`config.mk`:
```
export PLATFORM = sky130hd
export DESIGN_NAME = mem_arbiter
export DESIGN_NICKNAME = d
export VERILOG_FILES = /design/src/rtl/mem_arbiter.sv
export SDC_FILE = /design/constraint.sdc
export NUM_CORES = 1
export LEC_CHECK = 0
export CAP_MARGIN = 5
export CORE_AREA = 4 4 214 216
export DETAILED_ROUTE_END_ITERATION = 16
export DIE_AREA = 0 0 218 220
export GPL_ROUTABILITY_DRIVEN = 1
export PLACE_DENSITY_LB_ADDON = 0.08
export SLEW_MARGIN = 20
export SYNTH_ARGS = -nofsm -noshare
export SYNTH_HDL_FRONTEND = slang
export SYNTH_SLANG_ARGS = --single-unit
```
`constraint.sdc`:
```
create_clock -name clk -period 2.9 [get_ports clk]
set_input_delay 0.58 -clock clk [delete_from_list [all_inputs] [get_ports clk]]
set_output_delay 0.58 -clock clk [all_outputs]
set_load 0.005 [all_outputs]
```
`src/rtl/mem_arbiter.sv`:
```
// rtl/mem_arbiter.sv - two-requester (fetch/memory) arbiter onto a single-beat shared memory bus
module mem_arbiter (
  input  logic        clk,
  input  logic        reset,
  // fetch-stage read port
  input  logic        ireq_valid,
  input  logic [63:0] ireq_addr,
  input  logic [2:0]  ireq_size,
  output logic        iresp_data_ok,
  output logic [63:0] iresp_data,
  // memory-stage read/write port
  input  logic        dreq_valid,
  input  logic [63:0] dreq_addr,
  input  logic [2:0]  dreq_size,
  input  logic [7:0]  dreq_strobe,
  input  logic [63:0] dreq_wdata,
  input  logic        dreq_write,
  output logic        dresp_data_ok,
  output logic [63:0] dresp_data,
  // shared memory bus
  output logic        creq_valid,
  output logic        creq_write,
  output logic [63:0] creq_addr,
  output logic [2:0]  creq_size,
  output logic [7:0]  creq_strobe,
  output logic [63:0] creq_wdata,
  input  logic        cresp_ready,
  input  logic [63:0] cresp_data,
  output logic        busy
);

  typedef enum logic [1:0] {
    IDLE   = 2'd0,
    BUSY_I = 2'd1,
    BUSY_D = 2'd2
  } state_t;

  // last_grant encoding: reset value is GRANT_I so the memory stage wins the first tie
  localparam logic GRANT_I = 1'b0;
  localparam logic GRANT_D = 1'b1;

  state_t      state_q, state_d;
  logic        last_grant_q, last_grant_d;
  logic        req_write_q, req_write_d;
  logic [63:0] req_addr_q, req_addr_d;
  logic [2:0]  req_size_q, req_size_d;
  logic [7:0]  req_strobe_q, req_strobe_d;
  logic [63:0] req_wdata_q, req_wdata_d;

  logic        grant_d_win;
  logic        i_done;
  logic        d_done;

  // Round-robin pick: D wins when alone, or on a tie when I was served last
  always_comb begin
    grant_d_win = 1'b0;
    if (dreq_valid && (!ireq_valid || (last_grant_q == GRANT_I))) begin
      grant_d_win = 1'b1;
    end
  end

  // A completion is only honoured while a transaction is owned; cresp_ready in IDLE is ignored
  always_comb begin
    i_done = 1'b0;
    d_done = 1'b0;
    if (cresp_ready) begin
      i_done = (state_q == BUSY_I);
      d_done = (state_q == BUSY_D);
    end
  end

  // Next-state and request-latch computation; request registers only change on a grant
  always_comb begin
    state_d      = state_q;
    last_grant_d = last_grant_q;
    req_write_d  = req_write_q;
    req_addr_d   = req_addr_q;
    req_size_d   = req_size_q;
    req_strobe_d = req_strobe_q;
    req_wdata_d  = req_wdata_q;

    case (state_q)
      IDLE: begin
        if (grant_d_win) begin
          state_d      = BUSY_D;
          req_write_d  = dreq_write;
          req_addr_d   = dreq_addr;
          req_size_d   = dreq_size;
          req_strobe_d = dreq_strobe;
          req_wdata_d  = dreq_wdata;
        end else if (ireq_valid) begin
          // fetches are always reads: no write, no byte enables, no write data
          state_d      = BUSY_I;
          req_write_d  = 1'b0;
          req_addr_d   = ireq_addr;
          req_size_d   = ireq_size;
          req_strobe_d = 8'h00;
          req_wdata_d  = 64'h0;
        end
      end
      BUSY_I: begin
        // a dropped ireq_valid (flush) does not abort: wait for the bus to complete
        if (i_done) begin
          state_d      = IDLE;
          last_grant_d = GRANT_I;
        end
      end
      BUSY_D: begin
        if (d_done) begin
          state_d      = IDLE;
          last_grant_d = GRANT_D;
        end
      end
      default: begin
        state_d = IDLE;
      end
    endcase
  end

  // FSM and request registers; reset wins over any in-flight transaction
  always_ff @(posedge clk) begin
    if (reset) begin
      state_q      <= IDLE;
      last_grant_q <= GRANT_I;
      req_write_q  <= 1'b0;
      req_addr_q   <= 64'h0;
      req_size_q   <= 3'd0;
      req_strobe_q <= 8'h00;
      req_wdata_q  <= 64'h0;
    end else begin
      state_q      <= state_d;
      last_grant_q <= last_grant_d;
      req_write_q  <= req_write_d;
      req_addr_q   <= req_addr_d;
      req_size_q   <= req_size_d;
      req_strobe_q <= req_strobe_d;
      req_wdata_q  <= req_wdata_d;
    end
  end

  // Bus request comes purely from registered state, so requester inputs cannot glitch it
  assign creq_valid  = (state_q != IDLE);
  assign creq_write  = req_write_q;
  assign creq_addr   = req_addr_q;
  assign creq_size   = req_size_q;
  assign creq_strobe = req_strobe_q;
  assign creq_wdata  = req_wdata_q;
  assign busy        = (state_q != IDLE);

  // Responses are forwarded in the completion cycle and forced to zero otherwise
  assign iresp_data_ok = i_done;
  assign dresp_data_ok = d_done;
  assign iresp_data    = i_done ? cresp_data : 64'h0;
  assign dresp_data    = d_done ? cresp_data : 64'h0;

endmodule

```
==> flow_summary.ini <==
[detailed_routing]
ant_nets = 0
vias = 8351
drcViolationCount = 0
post_drt_via_cell_ratio = 4.22
drt_iter0_drc = 271
dr.pass1.iters = 4
routedWlPerCell_um = 22.2
drt_wl_total_um = 43900

[die]
pin_count = 548
dieWidth_um = 218
design.die.area_sq_um = 48000
core_area_sq_um = 43900
start_util_pct = 15.6
rows = 77
die_h_um = 220

[run]
maxCapViolations = 0

[timing]
hold_viol = 0
fin_crit_sh_pct = 93.1
fin_crit_ns = 2.70
tightest_slew_ns = 1.07
fmax_mhz = 370
finClkSkew_ns = 0.00677
setup_viol = 0
grt_setup_unrepaired = false
maxSlewHeadroom_pct = 28.9
drv_slew = 0

[cells_and_area]
utilization_pct = 31.1
drive_above_1_share_pct = 5.58
fill_cells = 4701
design_area_sq_um = 13700
area_growth_pct = 100
final_net_count = 1644

[global_route]
grtUsageTotal_pct = 17.4
grt_max_degree = 141
grt_antenna_before_repair = 4
overflow = 0
grt_pass1_vias = 8441
grt_pass1_wl_um = 61400

[critical_path]
crit_path_max_incr_delay_ns = 0.52
crit_buf_inv = 4
start_kind = register
endpoint_kind = output pin
crit_required_ns = 2.32
crit_arrival_ns = 2.12
cp_max_fo = 26
crit_type = register to output pin
path_cells = nand3b_1 > inv_4 > buf_12 > buf_16 > and2_1 > clkdlybuf4s50_1
critPathTopFamily = buffers and inverters
cp_slowest_cell = clkdlybuf4s50_1

[min_path]
min_path_type = register to register

[cts]
ctsHoldBuffers = 0
cts.sinks = 143
clockBufferDepth = 2
root_buffer = clkbuf_16
htreeDepth = 4
clock_latency_ns = 0.43
numCtsBuffers = 17
tritoncts = done
clk_pin_slew_ns = 0.06

[place]
place_congestion = 0.854
portBuffers = 547
placed_cell_area_sq_um = 13000
dp_hpwl_um = 32000

[synth]
synth-seq-area-share_pct = 41.9
syn_area_per_cell_sq_um = 7.80
syn_inst = 876
yosysWarnings = 0
synth.distinct_cells = 28
synth_area_sq_um = 6830
synth_seq_cells = 143
syn_nets = 1152

[run_status]
outcome = complete, no violations

[power]
power_mw = 6.24
p_per_area_nw_per_um2 = 456
irDropWorstVdd_uv = 331
p_leak_nw = 4.85
-- what timing repair did --
action	4_1_cts	5_1_grt
endpoints found under the setup margin	58	0
buffers inserted	1	0
gates resized for setup	4	0
hold endpoints to repair	0	0
-- power by group --
group	switching [mW]	internal, mW	leakage [nW]
Combinational	0.745	0.936	3.38
Clock	0.908	1.41	0.291
Sequential	0.0902	2.14	1.18
-- sequential cells by signal, indices dropped and copies added (netlist names) --
signal        cells
creq_addr        64
creq_size         3
creq_strobe       8
creq_wdata       64
creq_write        1
last_grant_q      1
state_q           2
-- worst min-delay path, stage by stage (launching register included) --
cell and delay (ns):
dfxtp_1 0.30, o21ai_0 0.06, a21oi_1 0.06
-- cell usage after synthesis --
| cell type | n | area (sq um) |
|---|---|---|
| nor2b_1 | 1 | 6.26 |
| or2_1 | 1 | 6.26 |
| a21oi_1 | 141 | 706 |
| nor2_1 | 2 | 7.51 |
| buf_2 | 24 | 120 |
| o21ai_0 | 73 | 365 |
| and3b_1 | 1 | 8.76 |
| buf_6 | 3 | 33.8 |
| a311oi_1 | 56 | 490 |
| and2_1 | 128 | 801 |
| a31oi_1 | 1 | 6.26 |
| clkbuf_1 | 59 | 221 |
| nor2_4 | 1 | 11.3 |
| nand3b_1 | 1 | 7.51 |
| dfxtp_1 | 143 | 2860 |
| a21boi_2 | 1 | 11.3 |
| nor3_1 | 2 | 10.0 |
| a311oi_2 | 11 | 165 |
| inv_2 | 1 | 3.75 |
| mux2_2 | 1 | 11.3 |
| inv_1 | 2 | 7.51 |
| nand3_1 | 73 | 365 |
| clkbuf_2 | 1 | 5.00 |
| buf_1 | 5 | 18.8 |
| nand2_1 | 134 | 503 |
| nor2_2 | 1 | 6.26 |
| a21bo_1 | 1 | 10.0 |
| buf_4 | 8 | 60.1 |
-- area by class of cell --
class	instances	area, sq um	area share (%)
Timing Repair Buffer	573	5900	43.2
Multi-Input combinational cell	630	3520	25.7
Sequential cell	143	2860	21.0
Tap cell	592	741	5.42
Clock buffer	21	470	3.44
Clock inverter	10	136	0.998
Antenna cell	9	22.5	0.165
Inverter	3	13.8	0.101
-- cells in the final DEF (no fill, tap or decap), types with 2 or more instances in the layout --
cell type	Yosys	final
bufinv_16	0	3
nor2_4	1	3
and2_1	128	128
clkinvlp_4	0	3
a311oi_1	56	56
nand2_1	134	134
clkbuf_16	0	17
clkinv_2	0	3
a311oi_2	11	11
buf_4	8	9
o21ai_0	73	73
dfxtp_1	143	143
nor3_1	2	2
clkdlybuf4s50_1	0	545
diode_2	0	9
clkbuf_8	0	3
nand3_1	73	73
buf_12	0	17
a21oi_1	141	141
-- through the flow --
stage / hold slack (ns) / setup TNS (ns) / setup slack, ns / instances
3_3_place_gp: 0.456 / -1.23 / -0.0725 / 1939
3_5_place_dp: 0.464 / -1.20 / -0.0669 / 1939
6_report: 0.470 / 0 / 0.200 / 1981
2_1_floorplan: 0.466 / 0 / 0.982 / 876
4_1_cts: 0.473 / 0 / 0.140 / 1972
5_1_grt: 0.496 / 0 / 0.0430 / 1976
-- kinds of logic after synthesis --
kind of cell	after synthesis	synth area share (%)
simple gates	345	25.4
compound gates	284	25.7
flops	143	41.9
buf+inv	103	6.89
mux	1	0.165
-- path summary, 6_finish.rpt --
kind	cells past startpoint	to	startpoint	slack [ns]
setup / recovery	6	iresp_data[2]	state_q[0]$_SDFFE_PP0P_	0.20
hold / removal	2	creq_wdata[9]$_SDFFE_PP0P_	creq_wdata[9]$_SDFFE_PP0P_	0.47
setup reg to reg	6	creq_addr[10]$_SDFFE_PP0P_	state_q[1]$_SDFFE_PP0P_	0.81
hold reg to reg	2	creq_wdata[9]$_SDFFE_PP0P_	creq_wdata[9]$_SDFFE_PP0P_	0.47
-- per-layer routing --
metal / up-vias / wire length (um) / GRT usage [%] / part of all wire, %
met5: - / 13 / 0 / 0.030
li1: 4048 / - / - / -
met2: 244 / 21700 / 29.5 / 49
met1: 4034 / 18600 / 21.5 / 42
met3: 23 / 3160 / 5.96 / 7.2
met4: 2 / 461 / 3.83 / 1.0
(Power assumes the default switching activity.)
